<file path="src/rtl/caliptra_sram_ldr_pkg.sv">
// rtl/caliptra_sram_ldr_pkg.sv - shared types for the SRAM preload arbiter
package caliptra_sram_ldr_pkg;

    // Entry fields are sized for the widest supported configuration; users slice them down.
    localparam int LDR_CH_MAX_W   = 3;
    localparam int LDR_ADDR_MAX_W = 32;
    localparam int LDR_DATA_MAX_W = 64;

    localparam logic [31:0] LDR_CNT_SAT = 32'hFFFF_FFFF;

    typedef struct packed {
        logic [LDR_CH_MAX_W-1:0]   ch;
        logic [LDR_ADDR_MAX_W-1:0] addr;
        logic [LDR_DATA_MAX_W-1:0] wdata;
        logic                      last;
    } ldr_entry_t;

    typedef enum logic [1:0] {
        LDR_IDLE   = 2'd0,
        LDR_ACTIVE = 2'd1,
        LDR_FLUSH  = 2'd2,
        LDR_DONE   = 2'd3
    } ldr_state_e;

endpackage

</file>
<file path="src/rtl/caliptra_sram_ldr_fifo.sv">
// rtl/caliptra_sram_ldr_fifo.sv - in-order preload entry buffer with head peek
module caliptra_sram_ldr_fifo
    import caliptra_sram_ldr_pkg::*;
#(
    parameter int DEPTH = 4
) (
    input  logic       clk,
    input  logic       rst_b,
    input  logic       push,
    input  ldr_entry_t push_data,
    input  logic       pop,
    output ldr_entry_t head,
    output logic       full,
    output logic       empty
);

    localparam int PW = $clog2(DEPTH);

    ldr_entry_t    mem [DEPTH];
    logic [PW:0]   wr_ptr;
    logic [PW:0]   rd_ptr;
    logic          do_push;
    logic          do_pop;

    // Extra pointer bit distinguishes full from empty when the indices match.
    assign empty   = (wr_ptr == rd_ptr);
    assign full    = (wr_ptr[PW] != rd_ptr[PW]) && (wr_ptr[PW-1:0] == rd_ptr[PW-1:0]);
    assign head    = mem[rd_ptr[PW-1:0]];
    assign do_push = push && !full;
    assign do_pop  = pop && !empty;

    always_ff @(posedge clk) begin
        if (!rst_b) begin
            wr_ptr <= '0;
            rd_ptr <= '0;
        end else begin
            if (do_push) begin
                wr_ptr <= wr_ptr + 1'b1;
            end
            if (do_pop) begin
                rd_ptr <= rd_ptr + 1'b1;
            end
        end
    end

    always_ff @(posedge clk) begin
        if (do_push) begin
            mem[wr_ptr[PW-1:0]] <= push_data;
        end
    end

endmodule

</file>
<file path="src/rtl/caliptra_sram_loader_arb.sv">
// rtl/caliptra_sram_loader_arb.sv - SRAM front-end draining preload writes around DUT traffic (CALIPTRA_SRAM_BITFLIP_INJ_EN)
module caliptra_sram_loader_arb
    import caliptra_sram_ldr_pkg::*;
#(
    parameter int NUM_CH     = 2,
    parameter int DATA_WIDTH = 39,
    parameter int ADDR_WIDTH = 15,
    parameter int FIFO_DEPTH = 4,
    parameter int CH_W       = (NUM_CH > 1) ? $clog2(NUM_CH) : 1
) (
    input  logic                                 clk,
    input  logic                                 cptra_rst_b,
    input  logic                                 ext_valid,
    output logic                                 ext_ready,
    input  logic [CH_W-1:0]                      ext_ch,
    input  logic [ADDR_WIDTH-1:0]                ext_addr,
    input  logic [DATA_WIDTH-1:0]                ext_wdata,
    input  logic                                 ext_last,
    input  logic [NUM_CH-1:0]                    dut_cs,
    input  logic [NUM_CH-1:0]                    dut_we,
    input  logic [NUM_CH-1:0][ADDR_WIDTH-1:0]    dut_addr,
    input  logic [NUM_CH-1:0][DATA_WIDTH-1:0]    dut_wdata,
    output logic [NUM_CH-1:0]                    sram_cs,
    output logic [NUM_CH-1:0]                    sram_we,
    output logic [NUM_CH-1:0][ADDR_WIDTH-1:0]    sram_addr,
    output logic [NUM_CH-1:0][DATA_WIDTH-1:0]    sram_wdata,
    input  logic                                 flip_arm,
    input  logic [CH_W-1:0]                      flip_ch,
    input  logic [DATA_WIDTH-1:0]                flip_mask,
    output logic [NUM_CH-1:0]                    flip_pending,
    output logic                                 load_busy,
    output logic                                 load_done,
    output logic [31:0]                          load_cnt
);

    ldr_entry_t                         push_entry;
    ldr_entry_t                         head;
    logic                               fifo_full;
    logic                               fifo_empty;
    logic                               push;
    logic                               drain;
    logic                               cnt_inc;
    logic                               head_cs_busy;
    logic                               head_known;
    logic [NUM_CH-1:0]                  head_hit;
    logic [NUM_CH-1:0][DATA_WIDTH-1:0]  flip_xor;
    logic                               session_start;
    ldr_state_e                         state_q;
    ldr_state_e                         state_d;
    logic                               unused_head;

    assign ext_ready = !fifo_full;
    assign push      = ext_valid && ext_ready;

    always_comb begin
        push_entry       = '0;
        push_entry.ch    = LDR_CH_MAX_W'(ext_ch);
        push_entry.addr  = LDR_ADDR_MAX_W'(ext_addr);
        push_entry.wdata = LDR_DATA_MAX_W'(ext_wdata);
        push_entry.last  = ext_last;
    end

    caliptra_sram_ldr_fifo #(
        .DEPTH (FIFO_DEPTH)
    ) u_fifo (
        .clk       (clk),
        .rst_b     (cptra_rst_b),
        .push      (push),
        .push_data (push_entry),
        .pop       (drain),
        .head      (head),
        .full      (fifo_full),
        .empty     (fifo_empty)
    );

    always_comb begin
        head_hit     = '0;
        head_cs_busy = 1'b0;
        for (int c = 0; c < NUM_CH; c++) begin
            head_hit[c] = (head.ch == LDR_CH_MAX_W'(c));
            if (head_hit[c]) begin
                head_cs_busy = dut_cs[c];
            end
        end
    end

    // An entry aimed at a nonexistent channel is discarded rather than blocking the queue.
    assign head_known = |head_hit;
    assign drain      = cptra_rst_b && !fifo_empty && !head_cs_busy;
    assign cnt_inc    = drain && head_known;

    always_comb begin
        for (int c = 0; c < NUM_CH; c++) begin
            sram_cs[c]    = 1'b0;
            sram_we[c]    = 1'b0;
            sram_addr[c]  = '0;
            sram_wdata[c] = '0;
            if (dut_cs[c]) begin
                sram_cs[c]    = 1'b1;
                sram_we[c]    = dut_we[c];
                sram_addr[c]  = dut_addr[c];
                sram_wdata[c] = dut_wdata[c] ^ flip_xor[c];
            end else if (drain && head_hit[c]) begin
                sram_cs[c]    = 1'b1;
                sram_we[c]    = 1'b1;
                sram_addr[c]  = head.addr[ADDR_WIDTH-1:0];
                sram_wdata[c] = head.wdata[DATA_WIDTH-1:0];
            end
        end
    end

`ifdef CALIPTRA_SRAM_BITFLIP_INJ_EN
    logic [NUM_CH-1:0][DATA_WIDTH-1:0] mask_q;
    logic [NUM_CH-1:0]                 pending_q;
    logic [NUM_CH-1:0]                 consume;

    always_comb begin
        for (int c = 0; c < NUM_CH; c++) begin
            consume[c]  = pending_q[c] && dut_cs[c] && dut_we[c];
            flip_xor[c] = consume[c] ? mask_q[c] : '0;
        end
    end

    // A fresh arm wins over a same-cycle consume so the new mask stays pending.
    always_ff @(posedge clk) begin
        if (!cptra_rst_b) begin
            mask_q    <= '0;
            pending_q <= '0;
        end else begin
            for (int c = 0; c < NUM_CH; c++) begin
                if (flip_arm && (flip_ch == CH_W'(c))) begin
                    mask_q[c]    <= flip_mask;
                    pending_q[c] <= 1'b1;
                end else if (consume[c]) begin
                    pending_q[c] <= 1'b0;
                end
            end
        end
    end

    assign flip_pending = pending_q;
`else
    logic unused_flip;

    assign flip_xor     = '0;
    assign flip_pending = '0;
    assign unused_flip  = ^{flip_arm, flip_ch, flip_mask};
`endif

    assign unused_head = ^{head.ch, head.addr, head.wdata, head.last};

    always_ff @(posedge clk) begin
        if (!cptra_rst_b) begin
            state_q <= LDR_IDLE;
        end else begin
            state_q <= state_d;
        end
    end

    always_comb begin
        state_d       = state_q;
        session_start = 1'b0;
        case (state_q)
            LDR_IDLE: begin
                if (push) begin
                    session_start = 1'b1;
                    state_d       = ext_last ? LDR_FLUSH : LDR_ACTIVE;
                end
            end
            LDR_ACTIVE: begin
                if (push && ext_last) begin
                    state_d = LDR_FLUSH;
                end
            end
            LDR_FLUSH: begin
                if (fifo_empty && !push) begin
                    state_d = LDR_DONE;
                end
            end
            LDR_DONE: begin
                state_d = LDR_IDLE;
            end
            default: begin
                state_d = LDR_IDLE;
            end
        endcase
    end

    always_ff @(posedge clk) begin
        if (!cptra_rst_b) begin
            load_cnt <= '0;
        end else if (session_start) begin
            load_cnt <= '0;
        end else if (cnt_inc && (load_cnt != LDR_CNT_SAT)) begin
            load_cnt <= load_cnt + 32'd1;
        end
    end

    assign load_busy = (state_q == LDR_ACTIVE) || (state_q == LDR_FLUSH);
    assign load_done = (state_q == LDR_DONE);

endmodule

</file>
<file path="config.mk">
export PLATFORM = sky130hd
export DESIGN_NAME = caliptra_sram_loader_arb
export DESIGN_NICKNAME = d
export VERILOG_FILES = /design/src/rtl/caliptra_sram_ldr_pkg.sv /design/src/rtl/caliptra_sram_ldr_fifo.sv /design/src/rtl/caliptra_sram_loader_arb.sv
export SDC_FILE = /design/constraint.sdc
export NUM_CORES = 1
export LEC_CHECK = 0
export CAP_MARGIN = 20
export CORE_UTILIZATION = 27
export DETAILED_ROUTE_END_ITERATION = 10
export GPL_ROUTABILITY_DRIVEN = 1
export SYNTH_ARGS = -nofsm -noshare
export SYNTH_HDL_FRONTEND = slang
export SYNTH_SLANG_ARGS = --single-unit
export TNS_END_PERCENT = 100
</file>
<file path="constraint.sdc">
create_clock -name clk -period 5.1 [get_ports clk]
set_input_delay 1.53 -clock clk [delete_from_list [all_inputs] [get_ports clk]]
set_output_delay 1.53 -clock clk [all_outputs]
set_load 0.02 [all_outputs]
</file>
Word level (Yosys, flattened, before mapping) --
Memory sizes are Yosys's and may differ from the RTL's. A register that Yosys moved wholly into a read port is not among the register bits. Cells that the tools add are included.
Word-level totals: memories kept 1, input port bits 212, memory bits (writable) 224, logic and storage cells 69, flip-flop bits (word level) 40, output and inout port bits 149
Memory list:
- u_fifo.mem | depth 4, width 56, read ports 1, clocked after Yosys merged registers in 1, wr ports 1, line caliptra_sram_ldr_fifo.sv:19 | ldr_entry_t mem [DEPTH];
Operators by class: add/sub/neg operators 3, multiplexer cells 27, equal/unequal tests 11, bitwise operators 1, reductions and logical operators 22
Operators with widths (number):
- 39-bit two-way mux | 4
- 15-bit two-way mux | 4
- 32-bit by 1-bit adder with 32-bit output (second input constant) | 1
- 32-bit inequality test (second input constant) | 1
- 1-bit logical AND | 12
- 1-bit two-way mux | 12
- 2-bit two-way mux | 6
- 2-bit case mux with 4 select lines | 1
- 3-bit by 1-bit adder with 3-bit output (second input constant) | 2
- 2-bit inequality test (second input constant) | 3
- 2-bit == test (second input constant) | 2
- 1-bit zero test | 4
- 2-bit OR reduction | 2
- 3-bit by 1-bit == test with 1-bit output (second input constant) | 1
- 3-bit == test | 1
- 3-bit zero test | 1
- 3-bit AND reduction | 1
- 2-bit by 1-bit == test with 1-bit output (second input constant) | 1
- 2-bit == test | 1
- 2-bit zero test | 1
- 1-bit logical OR | 1
- 1-bit inequality test | 1
- 1-bit inverter | 1

Depth between registers and ports, before layout --
Gate-level depths: netlist (run 1).
depth in word-level cells 8, depth in mapped cells 9, gate-level depth less buffers 7

Cells and area by module --
Synthesis (run 1) repeated with hierarchy kept, for this count alone.
Second synthesis, totals: cells, all modules 969, area total of the unflattened synthesis 17903.4 µm²
Modules (own cells, without submodules):
- caliptra_sram_ldr_fifo | area an instance 14935.6 µm², sequential area each 12171.7 µm², instances 1, cells each 590
- caliptra_sram_loader_arb | area an instance 2967.8 µm², sequential area each 680.7 µm², instances 1, cells each 379

Worst setup path after synthesis (run 1) --
No wires, ideal clock.
kind input -> output, start point in dut_cs[1], end point out sram_addr[15] (netlist name), required time 3.570 ns, path slack 0.653 ns, stages on the path 7, buffers on the path 2, arrival 2.917 ns, path through nand2b_1 -> mux2i_1 -> nor3_1 -> and2_1 -> buf_2 -> buf_2 -> a22o_1
RTL lines:
- from (decl) | line caliptra_sram_loader_arb.sv:19 | input logic [NUM_CH-1:0] dut_cs,
- to (decl) | line caliptra_sram_loader_arb.sv:25 | output logic [NUM_CH-1:0][ADDR_WIDTH-1:0] sram_addr,

Worst setup path in the final report (run 1) --
start point in cptra_rst_b, end point out sram_cs[0]
Between the ends: word-level cells in the longest chain between the ends 5
RTL lines:
- from (decl) | line caliptra_sram_loader_arb.sv:12 | input logic cptra_rst_b,
- 1-bit logical AND (2 in series) | line caliptra_sram_loader_arb.sv:89 | assign drain = cptra_rst_b && !fifo_empty && !head_cs_busy;
- 1-bit logical AND | line caliptra_sram_loader_arb.sv:103 | end else if (drain && head_hit[c]) begin
- 1-bit two-way mux | line caliptra_sram_loader_arb.sv:103
- 1-bit two-way mux | line caliptra_sram_loader_arb.sv:98 | if (dut_cs[c]) begin
- to (decl) | line caliptra_sram_loader_arb.sv:23 | output logic [NUM_CH-1:0] sram_cs,
No other way between the ends.

==> results of run 1 <==
==> how the worst min path moves through the flow <==
stage,end
2_1_floorplan,state_q[0]
3_3_place_gp,load_cnt[31]
3_5_place_dp,load_cnt[31]
4_1_cts,load_cnt[31]
5_1_grt,load_cnt[27]
6_report,load_cnt[31]
==> where the power goes <==
part / total (mW) / internal [mW] / switching [mW]
sequential: 2.45 / 2.42 / 0.0301
combinational: 0.957 / 0.454 / 0.503
clock: 1.99 / 1.15 / 0.835
==> cell families (layout without fill, tap and decap cells) <==
| logic type | Yosys count | in the layout | share of synthesized area, % |
|---|---|---|---|
| multiplexers | 59 | 59 | 11.1 |
| XOR/XNOR | 8 | 8 | 0.679 |
| AO/OA/AOI/OAI | 191 | 191 | 12.9 |
| adder cells (fa/ha/maj) | 11 | 11 | 1.21 |
| AND/OR/NAND/NOR | 119 | 119 | 6.27 |
| buffers and inverters | 61 | 418 | 2.56 |
| flip-flops | 262 | 262 | 65.2 |
| other | 1 | 3 | 0.0328 |
==> cell usage in the layout (no fill, tap or decap), types with 22 or more instances in the layout <==
cell type / n
o31ai_1: 22
clkdlybuf4s50_1: 203
edfxtp_1: 220
clkbuf_2: 26
dfxtp_1: 40
dlygate4sd2_1: 48
buf_4: 31
a22o_1: 108
mux4_2: 54
clkbuf_16: 31
clkdlybuf4s15_1: 37
a21oi_1: 32
==> registers in the layout (all words and copies together), names as in the netlist, named ones only <==
register and flops:
u_fifo.mem 220, u_fifo.wr_ptr 3, u_fifo.rd_ptr 3, load_cnt 32, state_q 2
==> layer usage <==
metal  up-vias  track usage (%)
met5         -                0
met4         2             3.86
met3        49             3.07
met2       267             23.6
met1      3884             17.7
li1       3659                -
==> layout make-up <==
cell class	instances	area share, %
Tap cell	532	4.12
Inverter	9	0.209
Antenna cell	1	0.0155
Clock inverter	17	0.713
Multi-Input combinational cell	390	23.0
Timing Repair Buffer	356	20.9
Sequential cell	262	46.2
Clock buffer	36	4.92
==> worst max-delay path, stage by stage <==
cell and delay [ns]:
clkdlybuf4s50_1 0.51, o31ai_1 0.12, or3_1 0.42, nor2_4 0.14, buf_12 0.18, buf_12 0.15
or2_2 0.10, dlygate4sd2_1 0.32
==> results.md, run 1 <==
* Status: completed
* Setup slack at placement at -0.328 ns
* Setup Fix Bufs, Post-CTS at 0
* Rows at 74
* Setup TNS Final at 0 ns
* Core ar. at a little over 40,000 um2
* Crit path max fanout at 13
* HP Class: reg2reg
* Die H at approximately 210 um
* Initial antenna violation count at 1
* Antenna-violating nets left at 0
* LEAKAGE at 5.50 nW
* Period minus WS final at 5.05 ns
* Hold-fix buffers, CTS at 0
* Setup violators final at 0
* Post-synth top area share at 57.9%
* Via count at 7,861
* Initial DRT Pass Iterations at 4
* Largest net degree at the start of global routing at 63
* Area leader, netlist: edfxtp_1
* Fmax at 0.198 GHz
* Sequential share of the synthesized area at 65.2%
* Max transition margin at 33.9%
* GR Util All Layers at between 10 and 15%
* Met3 WL at 2020 um
* # resized after CTS at 140
* Hold Crit Depth at 2
* Worst Setup SP: cptra_rst_b
* Most frequent cell after synthesis: edfxtp_1
* Worst endpoint data arrival time at about 3.5 ns
* Met2 WL at 14,800 um
* Max Slew Vio Count at 0
* Syn Inst Count at 712
* Design area at between 15,000 and 20,000 um2
* Placement Cell Area at 15,400 um2
* HPWL Detailed at 20,900 um
* Post-synth EDFFs at 220
* CP Capture Type: output port
* H-tree depth at 1
* Final std cells w/o fill at 1,603
* Clk_lat worst skew at 0.55 ns
* Root Buffer: clkbuf_16
* Critical Path RT at 3.57 ns
* GRT overflow at 0
* Clock sinks at 262
* CTS tree: done
* Most used DFF post-synth: edfxtp_1
* Area growth syn-to-layout at 41.4%
* Drc violations at 0
* R2R depth at 6
* YS warnings at 0
* First-pass GRT wire length at ~47,000 um
* Worst R2R Start: load_cnt[0]
* Placed cells at 1,549
* Worst hold slack at between 0.4 and 0.5 ns
* DRT iter0 DRCs at 466
* PD cells at 334 nW/um2
* Worst-path clk slew at 0.06 ns
* CP Class: in2out
* Die area at 43,100 um2
* Initial Util at 27.7%
* Top Layer Used: met5
* CTS Buf Count at 30
* Type of origin of the critical path: input port
* Num ports at 361
* Hold Fails Final Rpt at 0
* Setup slack on the worst flop-to-flop path at between 2 and 2.5 ns
* Worst clock skew at between 0.01 and 0.015 ns
* CP endpoint: sram_cs[0]
* Peak supply drop at between 0.0002 and 0.00025 V
* Final Util at 39.1%
* Mapped cell area at around 11,000 um2
* Count of state elements after synthesis at 262
* Final Cycle Share at 99.0%
* Clock Tree Buf Depth at 3
* Syn Area/Cell at 16.0 um2
* Vias per cell at 4.90
* Worst-Margin Slew at 0.983 ns
* Area of the multi-input gates at approximately 3700 um2
* Layout cell share with drive strength beyond 1 at 17.0%
* Die X at 208 um
* WL final at 30,500 um
* # fillers at roughly 4,000
* Vias in the first global route at approximately 7,800
* Total Power at 5.40 mW
* R2r endpoint: load_cnt[5]
* Top cells by area, synth: edfxtp_1 58%, mux4_2 11%, a22o_1 8.3%
* Max-Cap Viols at 0
* Layout net count at 1,272
* Routability cong. at 0.801
* Setup ws final at 0.0485 ns
* Cell variety after synth at 52
* Port buffer count at 317
* WL/cell at ~19 um
* FF/Latch Area at between 7000 and 8000 um2
* Met1 wire length at 13,000 um
* HP Start: load_cnt[31]
* Post-synth ARST share at 0%
* Most frequent cells after synthesis: 220 x edfxtp_1, 108 x a22o_1, 54 x mux4_2
(Power assumes the default switching activity.)
==> inputs of run 2 (changes only) <==
--- a/config.mk
+++ b/config.mk
@@ -6,8 +6,9 @@
 export NUM_CORES = 1
 export LEC_CHECK = 0
 export CAP_MARGIN = 20
-export CORE_UTILIZATION = 27
+export CORE_UTILIZATION = 40
 export DETAILED_ROUTE_END_ITERATION = 10
+export DONT_BUFFER_PORTS = 1
 export GPL_ROUTABILITY_DRIVEN = 1
 export SYNTH_ARGS = -nofsm -noshare
 export SYNTH_HDL_FRONTEND = slang
==> run 2 against run 1 <==
Effect of this change: sequential share of layout area is 12 points higher; routed wire length is 15% lower; design area is 21% lower.
==> results.md, run 2 (synthesized netlist as in run 1, its figures left out) <==
* Core ar. at 27,900 um2 (was 41,300 um2)
* Drc violations at 0 (unchanged)
* Final Util at 45.7% (was 39.1%)
* Antenna-violating nets left at 0 (unchanged)
* Fmax at 0.221 GHz (was 0.198 GHz)
* Initial Util at 40.9% (was 27.7%)
* # resized after CTS at 0 (was 140)
* Via count at 6,684 (was 7,861)
* Clock sinks at 262 (unchanged)
* Worst path slowest cell: dfxtp_2 (was clkdlybuf4s50_1)
* Setup Fix Bufs, Post-CTS at 0 (unchanged)
* RSZ-0062 raised after global routing: no
* DRT iter0 DRCs at 403 (was 466)
* Root Buffer: clkbuf_16 (unchanged)
* Crit path max fanout at 45 (was 13)
* Most frequent cells in the layout: 220 x edfxtp_1, 108 x a22o_1, 54 x mux4_2 (was 220 x edfxtp_1, 203 x clkdlybuf4s50_1, 108 x a22o_1)
* CP Class: reg2out (was in2out)
* CTS Buf Count at 28 (was 30)
* LEAKAGE at 3.97 nW (was 5.50 nW)
* Type of origin of the critical path: register (was input port)
* HPWL Detailed at 16,400 um (was 20,900 um)
* Max Slew Vio Count at 0 (unchanged)
* Setup slack on the worst flop-to-flop path at 2.14 ns (was 2.37 ns)
* Hold-fix buffers, CTS at 0 (unchanged)
* Vias per cell at 6.07 (was 4.90)
* WL final at 25,900 um (was 30,500 um)
* Worst path cell trace: mux2_2 -> mux2i_1 -> or3_1 -> nor2_4 -> buf_12 -> a22o_1 (was clkdlybuf4s50_1 -> o31ai_1 -> or3_1 -> nor2_4 -> buf_12 -> buf_12 -> or2_2 -> dlygate4sd2_1)
* First-pass GRT wire length at 38,300 um (was 46,500 um)
* Max transition margin at 33.0% (was 33.9%)
* Initial antenna violation count at 0 (was 1)
* CTS tree: done (unchanged)
* Critical Path RT at 3.57 ns (about the same)
* Worst path bufs/invs at 1 (was 4)
* Layout net count at 926 (was 1,272)
* Setup violators final at 0 (unchanged)
* HP Class: reg2reg (unchanged)
* Port buffer count at 0 (was 317)
* Commonest non-fill, non-tap cell in the layout: edfxtp_1 (unchanged)
* Period minus WS final at 4.52 ns (was 5.05 ns)
* Hold Fails Final Rpt at 0 (unchanged)
* Worst endpoint data arrival time at 2.99 ns (was 3.52 ns)
* H-tree depth at 1 (unchanged)
* Peak supply drop at 0.000266 V (was 0.000245 V)
* Clk_lat worst skew at 0.54 ns (was 0.55 ns)
* Die area at 29,200 um2 (was 43,100 um2)
* Die H at 171 um (was 208 um)
* Initial DRT Pass Iterations at 5 (was 4)
* WL/cell at 23.5 um (was 19.0 um)
* Max-Cap Viols at 0 (unchanged)
* CP peak stage delay at 0.65 ns (was 0.51 ns)
* Worst-Margin Slew at 0.996 ns (was 0.983 ns)
* Max FFs per register at 220 (unchanged)
* Final Cycle Share at 88.6% (was 99.0%)
* Die X at 171 um (was 208 um)
* Worst-path clk slew at 0.06 ns (about the same)
* Routability cong. at 0.834 (was 0.801)
* Clock Tree Buf Depth at 3 (unchanged)
* PD cells at 404 nW/um2 (was 334 nW/um2)
* Setup TNS Final at 0 ns (unchanged)
* Ant. Diodes at 0 (was 1)
* CP Capture Type: output port (unchanged)
* Worst clock skew at 0.00991 ns (was 0.0127 ns)
* Status: completed (unchanged)
* Rows at 61 (was 74)
* # fillers at 2,448 (was 3,889)
* Area growth syn-to-layout at 11.8% (was 41.4%)
* Layout cell share with drive strength beyond 1 at 16.7% (was 17.0%)
* GRT overflow at 0 (unchanged)
* Crit-path leading delay family: flip-flops (was buffers and inverters)
* Vias in the first global route at 6,801 (was 7,826)
* Num ports at 361 (unchanged)
* Largest net degree at the start of global routing at 63 (unchanged)
* GR Util All Layers at 17.3% (was 13.8%)
-- run 2: cell count changes in the layout (fill, tap and decap cells not counted), moves of 25 or more --
| cell | delta |
|---|---|
| buf_4 | -25 |
| clkbuf_2 | -26 |
| clkdlybuf4s15_1 | -37 |
| clkdlybuf4s50_1 | -203 |
| dlygate4sd2_1 | -48 |
-- run 2: per-stage QoR --
| step | hold WS [ns] | setup WS, ns | cells | power, mW | instance area (um2) |
|---|---|---|---|---|---|
| 6_report | 0.513 | 0.580 | 1101 | 5.16 | 12800 |
| 5_1_grt | 0.526 | 0.430 | 1101 | 5.35 | 12800 |
| 4_1_cts | 0.516 | 0.518 | 1100 | 5.22 | 12700 |
| 3_5_place_dp | 0.488 | 0.656 | 1050 | 3.16 | 11800 |
| 3_3_place_gp | 0.485 | 0.709 | 1050 | 3.14 | 11800 |
| 2_1_floorplan | 0.466 | 0.653 | 713 | 3.03 | 11400 |
-- run 2: path summary, 6_finish.rpt --
kind	to	depth (start not counted)	start
setup / recovery	sram_addr[0]	6	register
setup reg to reg	load_cnt[20]	6	load_cnt[0]
hold reg to reg	u_fifo.rd_ptr[2]	1	u_fifo.rd_ptr[2]
hold / removal	u_fifo.rd_ptr[2]	1	u_fifo.rd_ptr[2]
-- run 2: final cells by class --
cell class | count | area (um2) | share of cell area, %
clock buffer | 34 | 723 | 5.67
clock inverter | 16 | 211 | 1.66
inverter | 9 | 33.8 | 0.265
multi-input combinational | 390 | 3700 | 29.0
sequential | 262 | 7450 | 58.4
tap | 378 | 473 | 3.71
timing repair buffer | 12 | 173 | 1.35
-- run 2: routing by layer --
metal,share of wire (%),vias up,global-route usage (%)
li1,-,2964,-
met4,2.4,0,5.43
met2,51,307,30.8
met1,38,3370,20.1
met5,0,-,0
met3,8.6,43,4.63
-- run 2: where the power goes --
group / internal (mW) / switching [mW]
clock: 1.25 / 0.793
sequential: 2.42 / 0.0417
combinational: 0.246 / 0.401
-- run 2: worst reg2reg max path: stages (launching register included) --
cell and delay (ns):
dfxtp_1 0.56, ha_1 0.28, nand3_1 0.18, nor4_1 0.91, o21ai_1 0.32, or4_1 0.48, a21oi_1 0.16
==> inputs of run 3 (changes only) <==
--- a/config.mk
+++ b/config.mk
@@ -6,6 +6,7 @@
 export NUM_CORES = 1
 export LEC_CHECK = 0
 export CAP_MARGIN = 20
+export CORE_ASPECT_RATIO = 0.6
 export CORE_UTILIZATION = 40
 export DETAILED_ROUTE_END_ITERATION = 10
 export DONT_BUFFER_PORTS = 1
==> constraint.sdc (replaced) <==
create_clock -name clk -period 4.7 [get_ports clk]
set_input_delay 1.41 -clock clk [delete_from_list [all_inputs] [get_ports clk]]
set_output_delay 1.41 -clock clk [all_outputs]
set_load 0.02 [all_outputs]
==> run 3 against run 2 <==
Effect of this change: the run now ends with design-rule violations left; clock skew about the same; worst hold slack worse by 0.0070 ns; design area down 1.0%; total power up 3.7%; non-clock buffer count up 2; critical path type unchanged.
==> results.md, run 3 (synthesized netlist as in run 1, its figures left out) <==
* Critical Path RT at 3.29 ns (was 3.57 ns)
* WL final at 27,100 um (was 25,900 um)
* LEAKAGE at 3.91 nW (was 3.97 nW)
* Failing checks: design-rule violations
* Worst-Margin Slew at 0.913 ns (was 0.996 ns)
* Design area at 12,600 um2 (was 12,800 um2)
* RSZ-0062 raised after global routing: no (unchanged)
* CP Class: reg2out (unchanged)
* Clock network fraction of total power at 36.7% (was 39.7%)
* Setup TNS Final at 0 ns (unchanged)
* GR Util All Layers at 18.0% (was 17.3%)
* Most frequent cells in the layout: 220 x edfxtp_1, 108 x a22o_1, 54 x mux4_2 (unchanged)
* Type of origin of the critical path: register (unchanged)
* PD cells at 424 nW/um2 (was 404 nW/um2)
* Num ports at 361 (unchanged)
* CP Capture Type: output port (unchanged)
* CTS Buf Count at 25 (was 28)
* Die area at 29,300 um2 (was 29,200 um2)
* Initial Util at 41.1% (was 40.9%)
* HP Class: reg2reg (unchanged)
* Commonest non-fill, non-tap cell in the layout: edfxtp_1 (unchanged)
* Root Buffer: clkbuf_16 (unchanged)
* Vias per cell at 6.29 (was 6.07)
* Internal power at 4.03 mW (was 3.93 mW)
* Hold-fix buffers, CTS at 0 (unchanged)
* Worst clock skew at 0.00981 ns (was 0.00991 ns)
* H-tree depth at 1 (unchanged)
* Combinational power share at 13.3% (was 12.5%)
* Met3 WL at 2500 um (was 2220 um)
* Largest net degree at the start of global routing at 63 (unchanged)
* Final Cycle Share at 92.2%
* Setup slack at placement at 0.518 ns (was 0.656 ns)
* Clock sinks at 262 (unchanged)
* Worst-path clk slew at 0.07 ns (was 0.06 ns)
* Clock Tree Buf Depth at 3 (unchanged)
* Total Power at 5.35 mW (was 5.16 mW)
* Die H at 133 um (was 171 um)
* Via count at 6,827 (was 6,684)
* Worst endpoint data arrival time at 2.92 ns (was 2.99 ns)
* Placement Cell Area at 11,800 um2 (about the same)
* Met2 WL at 13,100 um (was 13,300 um)
* Reg power frac at 50.0% (was 47.8%)
* Layout cell share with drive strength beyond 1 at 16.6% (was 16.7%)
* First-pass GRT wire length at 39,800 um (was 38,300 um)
* # resized after CTS at 0 (unchanged)
* Setup ws final at 0.369 ns (was 0.580 ns)
* Initial DRT Pass Iterations at 8 (was 5)
* Routability cong. at 0.882 (was 0.834)
* FF/Latch Area at 7450 um2 (unchanged)
* Layout net count at 925 (was 926)
* Worst hold slack at 0.506 ns (was 0.513 ns)
* Area growth syn-to-layout at 10.6% (was 11.8%)
* WL/cell at 25.0 um (was 23.5 um)
* HPWL Detailed at 17,400 um (was 16,400 um)
* Setup violators final at 0 (unchanged)
* Rows at 47 (was 61)
* Max-Cap Viols at 0 (unchanged)
* Peak supply drop at 0.000250 V (was 0.000266 V)
* Max FFs per register at 220 (unchanged)
* Drc violations at 24 (was 0)
* Clk_lat worst skew at 0.52 ns (was 0.54 ns)
* Vias in the first global route at 6,687 (was 6,801)
* Core ar. at 27,800 um2 (was 27,900 um2)
* Met1 wire length at 11,000 um (was 9790 um)
* Fmax at 0.231 GHz
* Setup Fix Bufs, Post-CTS at 0 (unchanged)
* Port buffer count at 0 (unchanged)
* Period minus WS final at roughly 4.3 ns
* Crit path max fanout at 56 (was 45)
* DRT iter0 DRCs at 568 (was 403)
* GRT overflow at 0 (unchanged)
* CTS tree: done (unchanged)
* Initial antenna violation count at 1 (was 0)
* Hold Fails Final Rpt at 0 (unchanged)
* Max transition margin at 39.0% (was 33.0%)
* Max Slew Vio Count at 0 (unchanged)
* Antenna-violating nets left at 0 (unchanged)
* # fillers at 2,354 (was 2,448)
* Switch share at 24.7% (was 23.9%)
* Status: complete, but fails checks (was completed)
* Sw Pwr at 1.32 mW (was 1.24 mW)
* Die X at 220 um (was 171 um)
* Top Layer Used: met4 (unchanged)
* Area of the multi-input gates at 3700 um2 (about the same)
==> run 3: cell count changes in the layout (fill, tap and decap cells not counted) <==
cell	previous run	this run
clkinv_2	3	2
and2_2	4	5
and2_4	1	0
clkbuf_16	28	25
inv_8	0	1
buf_4	6	7
clkinvlp_2	0	1
clkinv_4	0	1
clkbuf_1	6	1
clkinv_1	7	8
diode_2	0	1
buf_12	5	6
clkinv_8	1	0
bufinv_16	5	3
==> run 3: layout make-up <==
type                            count  area share [%]
Antenna cell                        1          0.0198
Tap cell                          367            3.63
Multi-Input combinational cell    390            29.3
Timing Repair Buffer               14            1.58
Clock inverter                     16            1.26
Sequential cell                   262            59.0
Clock buffer                       26            4.98
Inverter                            9           0.267
==> run 3: per-layer routing <==
metal / vias up / track usage, %
li1: 2951 / -
met1: 3450 / 23.6
met2: 379 / 29.9
met3: 47 / 4.90
met4: 0 / 4.14
met5: - / 0
==> run 3: through the flow <==
step           instances  util (%)
2_1_floorplan        713         -
3_3_place_gp        1041      42.5
3_5_place_dp        1041      42.5
4_1_cts             1083      45.3
5_1_grt             1085      45.4
6_report            1085      45.4
==> run 3: power by group through the flow <==
stage                     Clock [mW]  Sequential [mW]  Combinational (mW)
after floorplan                    0             2.71               0.585
after global placement             0             2.72               0.688
after detailed placement           0             2.73               0.699
after CTS                       2.02             2.68               0.704
after global routing            2.10             2.69               0.764
final                           1.96             2.68               0.712
==> run 3: worst max-delay path, cell delays in order, from the launching register on <==
cell and delay (ns):
dfxtp_2 0.61, mux2_2 0.41, mux2i_1 0.16, or3_1 0.44, nor2_4 0.12, buf_12 0.28, a22o_1 0.32
==> run 3: final timing paths <==
check / slack, ns / startpoint / cells past startpoint / to
setup / recovery: 0.37 / register / 6 / sram_wdata[3]
hold / removal: 0.51 / state_q[0] / 2 / state_q[0]
setup reg to reg: 1.65 / load_cnt[0] / 6 / load_cnt[2]
hold reg to reg: 0.51 / state_q[0] / 2 / state_q[0]
